===== src/rtl/apb_cmd_master.sv =====
// apb_cmd_master: single-outstanding APB3 initiator turning a command/response handshake into APB transfers.
// Define APB_TIMEOUT_EN to enable the ACCESS-phase watchdog (TIMEOUT_CYCLES wait states).
module apb_cmd_master #(
  parameter int unsigned APB_WIDTH      = 32,
  parameter int unsigned ADDR_WIDTH     = 8,
  parameter int unsigned TIMEOUT_CYCLES = 255
) (
  input  logic                  PCLK,
  input  logic                  PRESET,
  input  logic                  CMD_VALID,
  output logic                  CMD_READY,
  input  logic                  CMD_WRITE,
  input  logic [ADDR_WIDTH-1:0] CMD_ADDR,
  input  logic [APB_WIDTH-1:0]  CMD_WDATA,
  output logic                  RSP_VALID,
  output logic [APB_WIDTH-1:0]  RSP_RDATA,
  output logic                  RSP_ERR,
  output logic                  RSP_TIMEOUT,
  output logic                  PSEL,
  output logic                  PENABLE,
  output logic                  PWRITE,
  output logic [ADDR_WIDTH-1:0] PADDR,
  output logic [APB_WIDTH-1:0]  PWDATA,
  input  logic [APB_WIDTH-1:0]  PRDATA,
  input  logic                  PREADY,
  input  logic                  PSLVERR
);

  localparam int unsigned CNT_W = 16;

  // Elaboration-time parameter range checks
  if (!(APB_WIDTH == 8 || APB_WIDTH == 16 || APB_WIDTH == 32)) begin : g_bad_width
    $error("apb_cmd_master: APB_WIDTH must be 8, 16 or 32");
  end
  if (TIMEOUT_CYCLES == 0 || TIMEOUT_CYCLES > 65535) begin : g_bad_timeout
    $error("apb_cmd_master: TIMEOUT_CYCLES must be 1..65535");
  end

  typedef enum logic [1:0] {IDLE, SETUP, ACCESS, RESP} state_t;

  typedef struct packed {
    logic                  write;
    logic [ADDR_WIDTH-1:0] addr;
    logic [APB_WIDTH-1:0]  wdata;
  } cmd_t;

  state_t state;
  state_t state_nxt;
  cmd_t   cmd_q;
  logic   cmd_accept;
  logic   xfer_done;
  logic   timeout_hit;

  assign cmd_accept = (state == IDLE) && CMD_VALID;
  assign xfer_done  = (state == ACCESS) && PREADY;

  // State register
  always_ff @(posedge PCLK) begin
    if (PRESET) state <= IDLE;
    else        state <= state_nxt;
  end

  // Next-state logic; PREADY takes priority over the watchdog
  always_comb begin
    state_nxt = state;
    case (state)
      IDLE:    if (CMD_VALID) state_nxt = SETUP;
      SETUP:   state_nxt = ACCESS;
      ACCESS:  if (PREADY || timeout_hit) state_nxt = RESP;
      RESP:    state_nxt = IDLE;
      default: state_nxt = IDLE;
    endcase
  end

  // Moore output decode from the state register and latched command
  always_comb begin
    CMD_READY = 1'b0;
    RSP_VALID = 1'b0;
    PSEL      = 1'b0;
    PENABLE   = 1'b0;
    PWRITE    = 1'b0;
    PADDR     = '0;
    PWDATA    = '0;
    case (state)
      IDLE:   CMD_READY = 1'b1;
      SETUP: begin
        PSEL   = 1'b1;
        PWRITE = cmd_q.write;
        PADDR  = cmd_q.addr;
        PWDATA = cmd_q.wdata;
      end
      ACCESS: begin
        PSEL    = 1'b1;
        PENABLE = 1'b1;
        PWRITE  = cmd_q.write;
        PADDR   = cmd_q.addr;
        PWDATA  = cmd_q.wdata;
      end
      RESP:    RSP_VALID = 1'b1;
      default: CMD_READY = 1'b0;
    endcase
  end

  // Command latch
  always_ff @(posedge PCLK) begin
    if (PRESET)          cmd_q <= '0;
    else if (cmd_accept) cmd_q <= {CMD_WRITE, CMD_ADDR, CMD_WDATA};
  end

  // Response data/error; read data is dropped on slave error or timeout
  always_ff @(posedge PCLK) begin
    if (PRESET) begin
      RSP_RDATA <= '0;
      RSP_ERR   <= 1'b0;
    end else if (xfer_done) begin
      RSP_RDATA <= (!cmd_q.write && !PSLVERR) ? PRDATA : '0;
      RSP_ERR   <= PSLVERR;
    end else if (timeout_hit) begin
      RSP_RDATA <= '0;
      RSP_ERR   <= 1'b1;
    end
  end

`ifdef APB_TIMEOUT_EN
  logic [CNT_W-1:0] wait_cnt;

  // Saturating wait-state counter, cleared when a command enters SETUP
  always_ff @(posedge PCLK) begin
    if (PRESET)
      wait_cnt <= '0;
    else if (cmd_accept)
      wait_cnt <= '0;
    else if ((state == ACCESS) && !PREADY && (wait_cnt != '1))
      wait_cnt <= wait_cnt + CNT_W'(1);
  end

  assign timeout_hit = (state == ACCESS) && !PREADY && (wait_cnt == CNT_W'(TIMEOUT_CYCLES));

  always_ff @(posedge PCLK) begin
    if (PRESET)           RSP_TIMEOUT <= 1'b0;
    else if (xfer_done)   RSP_TIMEOUT <= 1'b0;
    else if (timeout_hit) RSP_TIMEOUT <= 1'b1;
  end
`else
  assign timeout_hit = 1'b0;
  assign RSP_TIMEOUT = 1'b0;
`endif

endmodule


===== config.mk =====
export PLATFORM = sky130hd
export DESIGN_NAME = apb_cmd_master
export DESIGN_NICKNAME = d
export VERILOG_FILES = /design/src/rtl/apb_cmd_master.sv
export SDC_FILE = /design/constraint.sdc
export NUM_CORES = 1
export LEC_CHECK = 0
export CAP_MARGIN = 25
export CORE_MARGIN = 4
export CORE_UTILIZATION = 35
export DETAILED_ROUTE_END_ITERATION = 6
export PLACE_DENSITY = 0.8
export SYNTH_ARGS = -nofsm -noshare
export SYNTH_HDL_FRONTEND = slang
export SYNTH_SLANG_ARGS = --single-unit

===== constraint.sdc =====
create_clock -name PCLK -period 1.85 [get_ports PCLK]
set_clock_uncertainty 0.2 [all_clocks]
set_input_delay 0.37 -clock PCLK [delete_from_list [all_inputs] [get_ports PCLK]]
set_output_delay 0.37 -clock PCLK [all_outputs]
set_load 0.1 [all_outputs]

==> reports/qor.txt, run 1 <==
Top Ports: 157
Worst-path cell chain: inv_4 -> ha_4 -> buf_12 -> and2_4 -> buf_12
Port Buf Inserts: 155
Drt drc: 0
Startpoint types: flip-flop
Distinct cell type count after synthesis: 21
Global-route wire length before repair: 14.6 mm
Reported max-cap violation count: 0
Cells taking the most area after synthesis: sky130_fd_sc_hd__dfxtp_1 53%, sky130_fd_sc_hd__nand2_1 11%, sky130_fd_sc_hd__a22o_1 9.7%, sky130_fd_sc_hd__and2_1 9.1%, sky130_fd_sc_hd__a21oi_1 7.5%
Average wire per cell in the routed design: 15.7 um
Required time worst endpoint: 1.28 ns
Synthesized net count: 403
Area fraction in and, or, nand and nor cells after synthesis: 21.9%
Pleak: 2.24 nW
Total clock buffers created by CTS: 9
Crit path capture type: output port
Buffers plus inverters on the worst setup path: 3
Final setup margin: -0.266 ns
Most used standard cells in the synthesized netlist: 86 x sky130_fd_sc_hd__nand2_1, 76 x sky130_fd_sc_hd__dfxtp_1, 43 x sky130_fd_sc_hd__a21oi_1
Vias after detailed routing: 2810
Flop and latch count out of synthesis: 76
Post-layout min period: 2.12 ns
Total half-perimeter wirelength after legalization and detailed placement: 7.03 mm
Number of pins with negative max-slew slack in the final report: 0
VDD IR-drop max: 0.579 mV
Result of the run: complete, but fails checks
Sequential Area: 1530 um^2
Cell row count: 32
Number of flops mapped to enable cells by yosys: 0
Post-route fraction of the period consumed by the critical path: 114%
Share of the synthesized netlist area taken by xor and xnor gates: 0%
H-tree depth: 3
Failing checks: setup timing
Sequential fraction of the synthesis area: 52.9%
RSZ-0062 raised after global routing: yes
Post-placement setup slack: -0.0553 ns
DIE HEIGHT: 98.7 um
Synth warn: 0
Crit path max fanout: 20
Residual antenna-violating net count after detailed routing: 0
Critical Path AT: 1.55 ns
Largest net degree at the start of global routing: 42
Final Util: 71.9%
Mux cell area share after synthesis: 0.348%
Count of clock tree sinks: 76
Via count of the first global-routing pass: 2953
Area fraction of the dominant cell type after synthesis: 52.9%
Antenna cell count: 0
Largest family of logic cells by synthesized area: simple AND/OR/NAND/NOR gates
Core area: 7850 um^2
Total GRT Usage: 18.7%
Antenna violations before repair: 0
Placed cell area: 5460 um^2
Multi-input logic area: 1320 um^2
Number of design-rule violations left by the first detailed-router iteration: 99
Overall die area: 9740 um^2
CP dominant cell by count: sky130_fd_sc_hd__buf_12
Cell type group with the largest total delay on the critical path: buffers and inverters
Root buffer selected by CTS: sky130_fd_sc_hd__clkbuf_8
Final count of hold timing violations: 0
Crit Path Class: flip-flop to output port
Clock-pin slew on the worst setup and hold paths: 0.07 ns
Synthesized instance count: 321
Clock latency on the worst-skew pair: 0.32 ns
Initial standard-cell utilization of the core: 36.7%
Final-stage net count: 553
Largest area contributor in the synthesized netlist: sky130_fd_sc_hd__dfxtp_1
Max stage delay on crit path: 0.37 ns
Classification of the worst-slack hold path: input pin to flip-flop
Cell Area, Synth: 2880 um^2
Power density over the cells: 1230 nW/um^2
Master of the slowest instance on the critical path: sky130_fd_sc_hd__dfxtp_2
Fill cell count: 591
Top flip-flop cell by instance count after synthesis: sky130_fd_sc_hd__dfxtp_1
Total global routing overflow: 0
DIE WIDTH: 98.7 um
Mean Syn Cell Area: 8.96 um^2
Area Growth Syn to Fin: 96.0%
Count leader, synth: sky130_fd_sc_hd__nand2_1
Async S/R FF share, synth: 0%
Total iterations of the first detailed-routing run: 4
Placer congestion estimate: 0.720
Final wirelength: 9.06 mm
Ratio of cells with drive above 1 in the final layout: 32.0%
Count of hold buffers inserted by post-cts repair: 0
Setup violation total in the final timing report: 42
Adder and majority cell fraction of the synthesized area: 1.74%
CTS tree: built
CTS Buffer Depth: 2
Highest clock frequency the design can meet: 0.473 GHz
Ratio of routed vias to standard cells: 4.87
Synth Area in Compound Gates: 17.9%
Final Cell Area: 5640 um^2
-- layout by cell type, fill, tap and decap left out, types with 3 or more instances in the layout --
master,n
sky130_fd_sc_hd__and2_4,41
sky130_fd_sc_hd__a21oi_1,43
sky130_fd_sc_hd__clkdlybuf4s50_1,76
sky130_fd_sc_hd__buf_12,84
sky130_fd_sc_hd__nand2_1,86
sky130_fd_sc_hd__dfxtp_1,74
sky130_fd_sc_hd__a22o_1,32
sky130_fd_sc_hd__clkbuf_8,11
sky130_fd_sc_hd__buf_4,3
sky130_fd_sc_hd__ha_1,3
-- path summary, 6_finish.rpt --
path	startpoint	endpoint	slack [ns]	cells after the start
setup reg to reg	state[0]$_SDFFE_PP0P_	RSP_RDATA[19]$_SDFFE_PP0P_	0.22	6
hold reg to reg	cmd_q[6]$_SDFFE_PP0P_	cmd_q[6]$_SDFFE_PP0P_	0.26	2
setup / recovery	state[0]$_SDFFE_PP0P_	PADDR[6]	-0.27	5
hold / removal	PRESET	RSP_ERR$_SDFFE_PP0P_	0.12	2
-- flip-flops by register name (all words and copies together), names as in the netlist --
register   cells
RSP_ERR        1
cmd_q         41
state          2
RSP_RDATA     32
-- per-stage QoR --
step | TNS [ns] | hold slack (ns) | cells | total power [mW]
after floorplan | -5.72 | 0.235 | 321 | 4.53
after global placement | 0 | 0.242 | 562 | 5.82
after detailed placement | -1.16 | 0.249 | 562 | 5.90
after CTS | -11.42 | 0.0992 | 577 | 7.03
after global routing | -13.20 | 0.0951 | 577 | 7.29
final | -10.62 | 0.115 | 577 | 6.97
-- logic make-up after synthesis --
| logic type | count (synthesis) |
|---|---|
| buffers and inverters | 29 |
| flip-flops | 76 |
| adder cells (fa/ha/maj) | 4 |
| AO/OA/AOI/OAI | 77 |
| other | 1 |
| AND/OR/NAND/NOR | 133 |
| multiplexers | 1 |
-- final cells by class --
cell class	count	share of cell area [%]
Clock buffer	11	2.68
Inverter	4	0.310
Clock inverter	4	0.444
Tap cell	102	2.26
Sequential cell	76	27.1
Multi-Input combinational cell	216	23.5
Timing Repair Buffer	164	43.8
-- worst register-to-register path, cell delays in order (launching register included) --
cell and delay (ns):
sky130_fd_sc_hd__dfxtp_2 0.34, sky130_fd_sc_hd__inv_4 0.07, sky130_fd_sc_hd__ha_1 0.27, sky130_fd_sc_hd__nand2_2 0.11, sky130_fd_sc_hd__nor4_4 0.19, sky130_fd_sc_hd__buf_12 0.22, sky130_fd_sc_hd__a22o_1 0.18
-- metal layers --
layer  track usage, %  part of all wire [%]  vias to the layer above
met5                0                     0                        -
met4             8.19                   2.5                        0
met3             5.80                   8.1                       17
met2             34.3                    53                      122
met1             19.4                    36                     1313
li1                 -                     -                     1358
-- report_power, final --
part / internal (mW) / switching, mW / total, mW
clock network: 0.548 / 0.573 / 1.12
logic: 1.49 / 2.39 / 3.88
registers: 1.83 / 0.134 / 1.97
-- repair_timing --
item                       4_1_cts  5_1_grt
setup endpoints to repair       42       42
pin swaps                        2        3
resized for setup                2        1
buffers inserted                 0        0
Power figures use the tool's default switching activity.
==> run 2: changes to the inputs <==
--- a/config.mk
+++ b/config.mk
@@ -5,11 +5,12 @@
 export SDC_FILE = /design/constraint.sdc
 export NUM_CORES = 1
 export LEC_CHECK = 0
+export ABC_AREA = 1
 export CAP_MARGIN = 25
 export CORE_MARGIN = 4
 export CORE_UTILIZATION = 35
 export DETAILED_ROUTE_END_ITERATION = 6
-export PLACE_DENSITY = 0.8
+export PLACE_DENSITY = 0.78
 export SYNTH_ARGS = -nofsm -noshare
 export SYNTH_HDL_FRONTEND = slang
 export SYNTH_SLANG_ARGS = --single-unit
==> run 2 against run 1 <==
  * The flow still finishes with violations (setup timing)
  * Die area up 9.9%
  * Total power up 46%
  * Clock-buffer cell count unchanged
  * Area after synthesis up 11%
  * Critical path type unchanged
==> reports/qor.txt, run 2 <==
Total GRT Usage: 18.7%
CP dominant cell by count: sky130_fd_sc_hd__buf_12
Post-route fraction of the period consumed by the critical path: 116%
Flop and latch count out of synthesis: 76
Mean Syn Cell Area: 7.28 um^2
Worst Hold Path EP: cmd_q[10]$_SDFFE_PP0P_
Reg2Reg Launch Point: state[0]$_SDFFE_PP0P_
Total half-perimeter wirelength after legalization and detailed placement: 7.43 mm
Power density over the cells: 1630 nW/um^2
Startpoint types: flip-flop
Proportion of power drawn by combinational gates: 63.5%
Final setup margin: -0.304 ns
Top flip-flop cell by instance count after synthesis: sky130_fd_sc_hd__dfxtp_1
Cell row count: 34
Failing checks: setup timing
Number of pins with negative max-slew slack in the final report: 0
Final wirelength: 9.98 mm
Final count of hold timing violations: 0
H-tree depth: 3
Number of flip-flops in the largest register: 41
Largest registers: cmd_q x41, RSP_RDATA x32, state x2
Vias after detailed routing: 3299
CTS tree: built
Result of the run: complete, but fails checks
Core area: 8810 um^2
Worst-path cell chain: inv_2 -> ha_4 -> buf_12 -> nand2_2 -> clkinvlp_4 -> buf_12
Total global routing overflow: 0
Worst Min Path Start: cmd_q[10]$_SDFFE_PP0P_
Power share of the clock group: 14.7%
Distinct cell type count after synthesis: 20
Post-layout min period: 2.15 ns
VDD IR-drop max: 0.817 mV
Total internal power: 5.21 mW
Relative max-transition margin: 59.2%
Drt drc: 0
Cells taking the most area after synthesis: sky130_fd_sc_hd__dfxtp_1 48%, sky130_fd_sc_hd__nor2_1 10%, sky130_fd_sc_hd__nand2_1 9.2%, sky130_fd_sc_hd__inv_1 5.4%, sky130_fd_sc_hd__a21oi_1 5.3%
Via count of the first global-routing pass: 3260
Final Cell Area: 6240 um^2
Clock latency on the worst-skew pair: 0.33 ns
DIE HEIGHT: 103 um
Average wire per cell in the routed design: 14.2 um
Reported max-cap violation count: 0
Antenna cell count: 0
Highest clock frequency the design can meet: 0.464 GHz
Count of placed standard cells including taps: 682
Clock-pin slew on the worst setup and hold paths: 0.08 ns
Pleak: 2.31 nW
Top Ports: 157
Placed cell area: 5840 um^2
Power share of the sequential group: 21.8%
Sequential Area: 1520 um^2
Least-Margin Pin Slew: 0.611 ns
Residual antenna-violating net count after detailed routing: 0
Switching power of the nets: 4.96 mW
Global-route wire length before repair: 15.6 mm
Required time worst endpoint: 1.28 ns
Largest register by flop count: cmd_q
Setup violation total in the final timing report: 42
Critical Path AT: 1.58 ns
Synth warn: 0
Max stage delay on crit path: 0.34 ns
Placer congestion estimate: 0.773
Source of the critical timing path: state[0]$_SDFFE_PP0P_
Count of hold buffers inserted by post-cts repair: 0
RSZ-0062 raised after global routing: yes
Antenna violations before repair: 0
Post-layout instance count excluding filler cells: 703
Area fraction of the dominant cell type after synthesis: 47.7%
Number of flops mapped to enable cells by yosys: 0
Count leader, synth: sky130_fd_sc_hd__nor2_1
Total iterations of the first detailed-routing run: 4
Top library cells by usage in the layout, fill and taps aside: 87 x sky130_fd_sc_hd__nor2_1, 83 x sky130_fd_sc_hd__buf_12, 77 x sky130_fd_sc_hd__clkdlybuf4s50_1
Crit path max fanout: 16
R2R Setup Slk: 0.13 ns
CTS Buffer Depth: 2
Final-stage net count: 672
Root buffer selected by CTS: sky130_fd_sc_hd__clkbuf_8
Count of clock tree sinks: 76
Commonest non-fill, non-tap cell in the layout: sky130_fd_sc_hd__nor2_1
FF-to-FF path depth: 7
Fill cell count: 649
Ratio of routed vias to standard cells: 4.69
Sequential fraction of the synthesis area: 47.7%
R2R Path End: RSP_RDATA[0]$_SDFFE_PP0P_
Crit path capture type: output port
Async S/R FF share, synth: 0%
Multi-input logic area: 1460 um^2
DIE WIDTH: 103 um
Synthesized net count: 520
Largest area contributor in the synthesized netlist: sky130_fd_sc_hd__dfxtp_1
Area Growth Syn to Fin: 95.6%
Master of the slowest instance on the critical path: sky130_fd_sc_hd__dfxtp_2
Cell Area, Synth: 3190 um^2
Largest net degree at the start of global routing: 45
Ratio of cells with drive above 1 in the final layout: 35.1%
Number of design-rule violations left by the first detailed-router iteration: 141
Total clock buffers created by CTS: 9
Switching Fraction: 48.7%
Crit Path Class: flip-flop to output port
Initial standard-cell utilization of the core: 36.2%
Hold depth: 2
Port Buf Inserts: 155
Classification of the worst-slack hold path: flip-flop to flip-flop
Most used standard cells in the synthesized netlist: 87 x sky130_fd_sc_hd__nor2_1, 78 x sky130_fd_sc_hd__nand2_1, 76 x sky130_fd_sc_hd__dfxtp_1
Overall die area: 10700 um^2
Synthesized instance count: 438
Buffers plus inverters on the worst setup path: 4
Cell type group with the largest total delay on the critical path: buffers and inverters
==> run 2: cell types whose count changed after synthesis, moves of 11 or more <==
cell	change
sky130_fd_sc_hd__o21ai_1	+11
sky130_fd_sc_hd__a22o_1	-32
sky130_fd_sc_hd__nor2_1	+87
sky130_fd_sc_hd__nand3_1	+23
sky130_fd_sc_hd__and2_1	-42
sky130_fd_sc_hd__o21ai_0	+31
sky130_fd_sc_hd__inv_1	+42
==> run 2: power by group through the flow <==
stage	Clock, mW	Combinational (mW)	Sequential [mW]
floorplan	0	3.86	2.47
global placement	0	5.96	2.20
detailed placement	0	6.04	2.22
CTS	1.53	6.20	2.19
global route	1.60	6.76	2.26
finish	1.49	6.46	2.22
==> run 2: how the worst max path moves through the flow <==
| stage | depth (start not counted) | endpoint |
|---|---|---|
| after floorplan | 6 | PADDR[7] |
| after global placement | 4 | cmd_q[8]$_SDFFE_PP0P_ |
| after detailed placement | 4 | cmd_q[17]$_SDFFE_PP0P_ |
| after CTS | 6 | PWDATA[25] |
| after global routing | 6 | PWDATA[25] |
| final | 6 | PWDATA[22] |
==> run 2: routing by layer <==
metal	vias to the layer above	part of all wire (%)	track usage, %
met5	-	0	0
met1	1500	39	20.8
met4	0	1.6	4.78
met3	15	8.8	8.25
met2	128	51	32.7
li1	1656	-	-
==> run 2: cell type report <==
| class | count | share of cell area, % |
|---|---|---|
| clock buffers | 11 | 2.11 |
| clock inverters | 5 | 1.60 |
| inverters | 49 | 5.50 |
| multi-input cells | 282 | 23.4 |
| flip-flops and latches | 76 | 24.4 |
| well taps | 108 | 2.17 |
| repair buffers | 172 | 40.8 |
==> run 2: what timing repair did <==
item / CTS / global route
resized for setup: 9 / 23
endpoints found under the setup margin: 42 / 43
pin swaps: 4 / 1
cloned: 0 / 1
setup buffers: 4 / 1
==> run 2: kinds of logic after synthesis <==
group / Yosys count / synth area share, %
compound gates: 76 / 11.9
fa+ha+maj: 4 / 1.57
buf+inv: 80 / 11.9
flops: 76 / 47.7
other cells: 1 / 0.118
simple gates: 201 / 26.8
==> run 2: worst min-delay path, stage by stage (launching register included) <==
cell                      delay (ns)
sky130_fd_sc_hd__dfxtp_1        0.33
sky130_fd_sc_hd__nor2_1         0.05
sky130_fd_sc_hd__nor2_1         0.08
==> run 2: per-stage QoR <==
step	setup TNS (ns)	utilization [%]	hold WS, ns	worst slack [ns]	power [mW]
after global placement	-0.0102	66.3	0.262	-0.0102	8.16
final	-11.30	70.8	0.289	-0.304	10.2
after detailed placement	-1.12	66.3	0.275	-0.0981	8.26
after global routing	-14.67	70.8	0.323	-0.385	10.6
after floorplan	-12.73	-	0.255	-0.315	6.33
after CTS	-11.43	69.6	0.295	-0.296	9.93
==> run 3: changes to the inputs <==
--- a/config.mk
+++ b/config.mk
@@ -6,11 +6,14 @@
 export NUM_CORES = 1
 export LEC_CHECK = 0
 export ABC_AREA = 1
+export ABC_CLOCK_PERIOD_IN_PS = 1850
 export CAP_MARGIN = 25
+export CELL_PAD_IN_SITES_DETAIL_PLACEMENT = 0
+export CELL_PAD_IN_SITES_GLOBAL_PLACEMENT = 1
 export CORE_MARGIN = 4
-export CORE_UTILIZATION = 35
+export CORE_UTILIZATION = 27
 export DETAILED_ROUTE_END_ITERATION = 6
-export PLACE_DENSITY = 0.78
+export PLACE_DENSITY = 0.86
 export SYNTH_ARGS = -nofsm -noshare
 export SYNTH_HDL_FRONTEND = slang
 export SYNTH_SLANG_ARGS = --single-unit
==> run 3 against run 2 <==
  * The run still ends with setup timing left
  * Largest cell class unchanged
  * Clock-buffer cell count increased by 4
  * Highest routed layer unchanged
  * Design area decreased by 0.72%
  * Critical endpoint is now PWDATA[7]
  * Sequential power barely moved
==> reports/qor.txt, run 3 (synthesized netlist as in run 2, its figures left out) <==
Final setup margin: -0.298 ns
Crit path capture type: output port
Highest clock frequency the design can meet: 0.466 GHz
Top library cells by usage in the layout, fill and taps aside: 87 x sky130_fd_sc_hd__nor2_1, 82 x sky130_fd_sc_hd__buf_12, 77 x sky130_fd_sc_hd__clkdlybuf4s50_1
Post-layout min period: 2.15 ns
Crit Path Class: flip-flop to output port
Count of clock tree sinks: 76
Global-route wire length before repair: 15.5 mm
Core area: 11500 um^2
Startpoint types: flip-flop
Hold depth: 2
Largest registers: cmd_q x41, RSP_RDATA x32, state x2
Drt drc: 0
Least-Margin Pin Slew: 0.607 ns
VDD IR-drop max: 0.878 mV
Port Buf Inserts: 155
Number of design-rule violations left by the first detailed-router iteration: 110
Master of the slowest instance on the critical path: sky130_fd_sc_hd__dfxtp_4
Clock latency on the worst-skew pair: 0.32 ns
Required time worst endpoint: 1.28 ns
Root buffer selected by CTS: sky130_fd_sc_hd__clkbuf_16
Setup violation total in the final timing report: 42
Reported max-cap violation count: 0
Overall power of the completed layout: 9.94 mW
Crit path max fanout: 25
Final-stage net count: 669
Total half-perimeter wirelength after legalization and detailed placement: 7.48 mm
Pleak: 2.21 nW
Final setup TNS: -10.88 ns
H-tree depth: 3
Total global routing overflow: 0
CTS Buffer Depth: 2
Relative max-transition margin: 59.6%
Final count of hold timing violations: 0
Via count of the first global-routing pass: 3273
Initial standard-cell utilization of the core: 27.8%
Ratio of cells with drive above 1 in the final layout: 31.8%
RSZ-0062 raised after global routing: yes
Largest register by flop count: cmd_q
Count of hold buffers inserted by post-cts repair: 0
Average wire per cell in the routed design: 12.9 um
Antenna cell count: 0
DIE WIDTH: 117 um
Vias after detailed routing: 3236
Post-route fraction of the period consumed by the critical path: 116%
Overall die area: 13600 um^2
Largest net degree at the start of global routing: 45
Ratio of routed vias to standard cells: 4.40
WHS: 0.282 ns
Number of pins with negative max-slew slack in the final report: 0
Final Util: 54.0%
Post-placement setup slack: -0.0566 ns
CP dominant cell by count: sky130_fd_sc_hd__buf_12
DIE HEIGHT: 117 um
Number of flip-flops in the largest register: 41
Final wirelength: 9.50 mm
Total GRT Usage: 14.3%
Total clock buffers created by CTS: 9
Power density over the cells: 1600 nW/um^2
Classification of the worst-slack hold path: flip-flop to flip-flop
Fill cell count: 1027
CTS tree: built
FF-to-FF path depth: 6
Top Ports: 157
Placer congestion estimate: 0.747
Critical Path AT: 1.58 ns
Failing checks: setup timing
Cell row count: 39
Commonest non-fill, non-tap cell in the layout: sky130_fd_sc_hd__nor2_1
Area Growth Syn to Fin: 94.2%
Worst-path cell chain: inv_4 -> ha_4 -> buf_12 -> nand2_1 -> clkinvlp_4 -> buf_12
Antenna violations before repair: 0
Total iterations of the first detailed-routing run: 4
Max stage delay on crit path: 0.36 ns
Result of the run: complete, but fails checks
Clock-pin slew on the worst setup and hold paths: 0.05 ns
Residual antenna-violating net count after detailed routing: 0
==> run 3: changes by cell type in the layout (fill, tap and decap cells not counted), sizes merged <==
cell,delta
clkbuf,+3
buf,-2
bufinv,-2
clkinv,-2
==> run 3: final timing paths <==
| check | startpoint | to | slack, ns |
|---|---|---|---|
| max | state[0]$_SDFFE_PP0P_ | PWDATA[7] | -0.30 |
| min reg2reg | cmd_q[1]$_SDFFE_PP0P_ | cmd_q[1]$_SDFFE_PP0P_ | 0.28 |
| max reg2reg | state[1]$_SDFFE_PP0P_ | RSP_RDATA[13]$_SDFFE_PP0P_ | 0.16 |
| min | cmd_q[1]$_SDFFE_PP0P_ | cmd_q[1]$_SDFFE_PP0P_ | 0.28 |
==> run 3: timing repair <==
action                                  CTS  global route
endpoints found under the hold margin     0             0
buffers inserted                          0             0
gates cloned                              0             0
gates resized for setup                   0             5
endpoints found under the setup margin   42            42
==> run 3: area by class of cell <==
| class | instances | area, um^2 | area share [%] |
|---|---|---|---|
| Tap cell | 143 | 179 | 2.89 |
| Inverter | 49 | 345 | 5.58 |
| Multi-Input combinational cell | 282 | 1360 | 21.9 |
| Clock inverter | 1 | 30.0 | 0.485 |
| Sequential cell | 76 | 1530 | 24.6 |
| Timing Repair Buffer | 169 | 2490 | 40.2 |
| Clock buffer | 15 | 268 | 4.32 |
==> run 3: through the flow <==
| stage | instance area, um^2 | instances |
|---|---|---|
| after floorplan | 3450 | 438 |
| after global placement | 5880 | 719 |
| after detailed placement | 5880 | 719 |
| after CTS | 6180 | 735 |
| after global routing | 6190 | 735 |
| final | 6190 | 735 |
==> run 3: layer usage <==
metal / GRT usage (%) / routed length (um)
met5: 0 / 0
met3: 5.85 / 943
met2: 24.1 / 4620
met1: 16.2 / 3790
met4: 5.35 / 143
==> run 3: report_power, final <==
part | total (mW) | internal, mW | switching [mW]
Combinational | 6.00 | 2.10 | 3.91
Sequential | 2.19 | 1.97 | 0.217
Clock | 1.75 | 1.12 | 0.626
==> run 3: critical path, delay by kind of cell, from the launching register on <==
kind	cells	cell delay [ns]
and+or+nand+nor	1	0.11
buffers and inverters	4	0.49
adders and majority gates	1	0.29
DFF	1	0.36
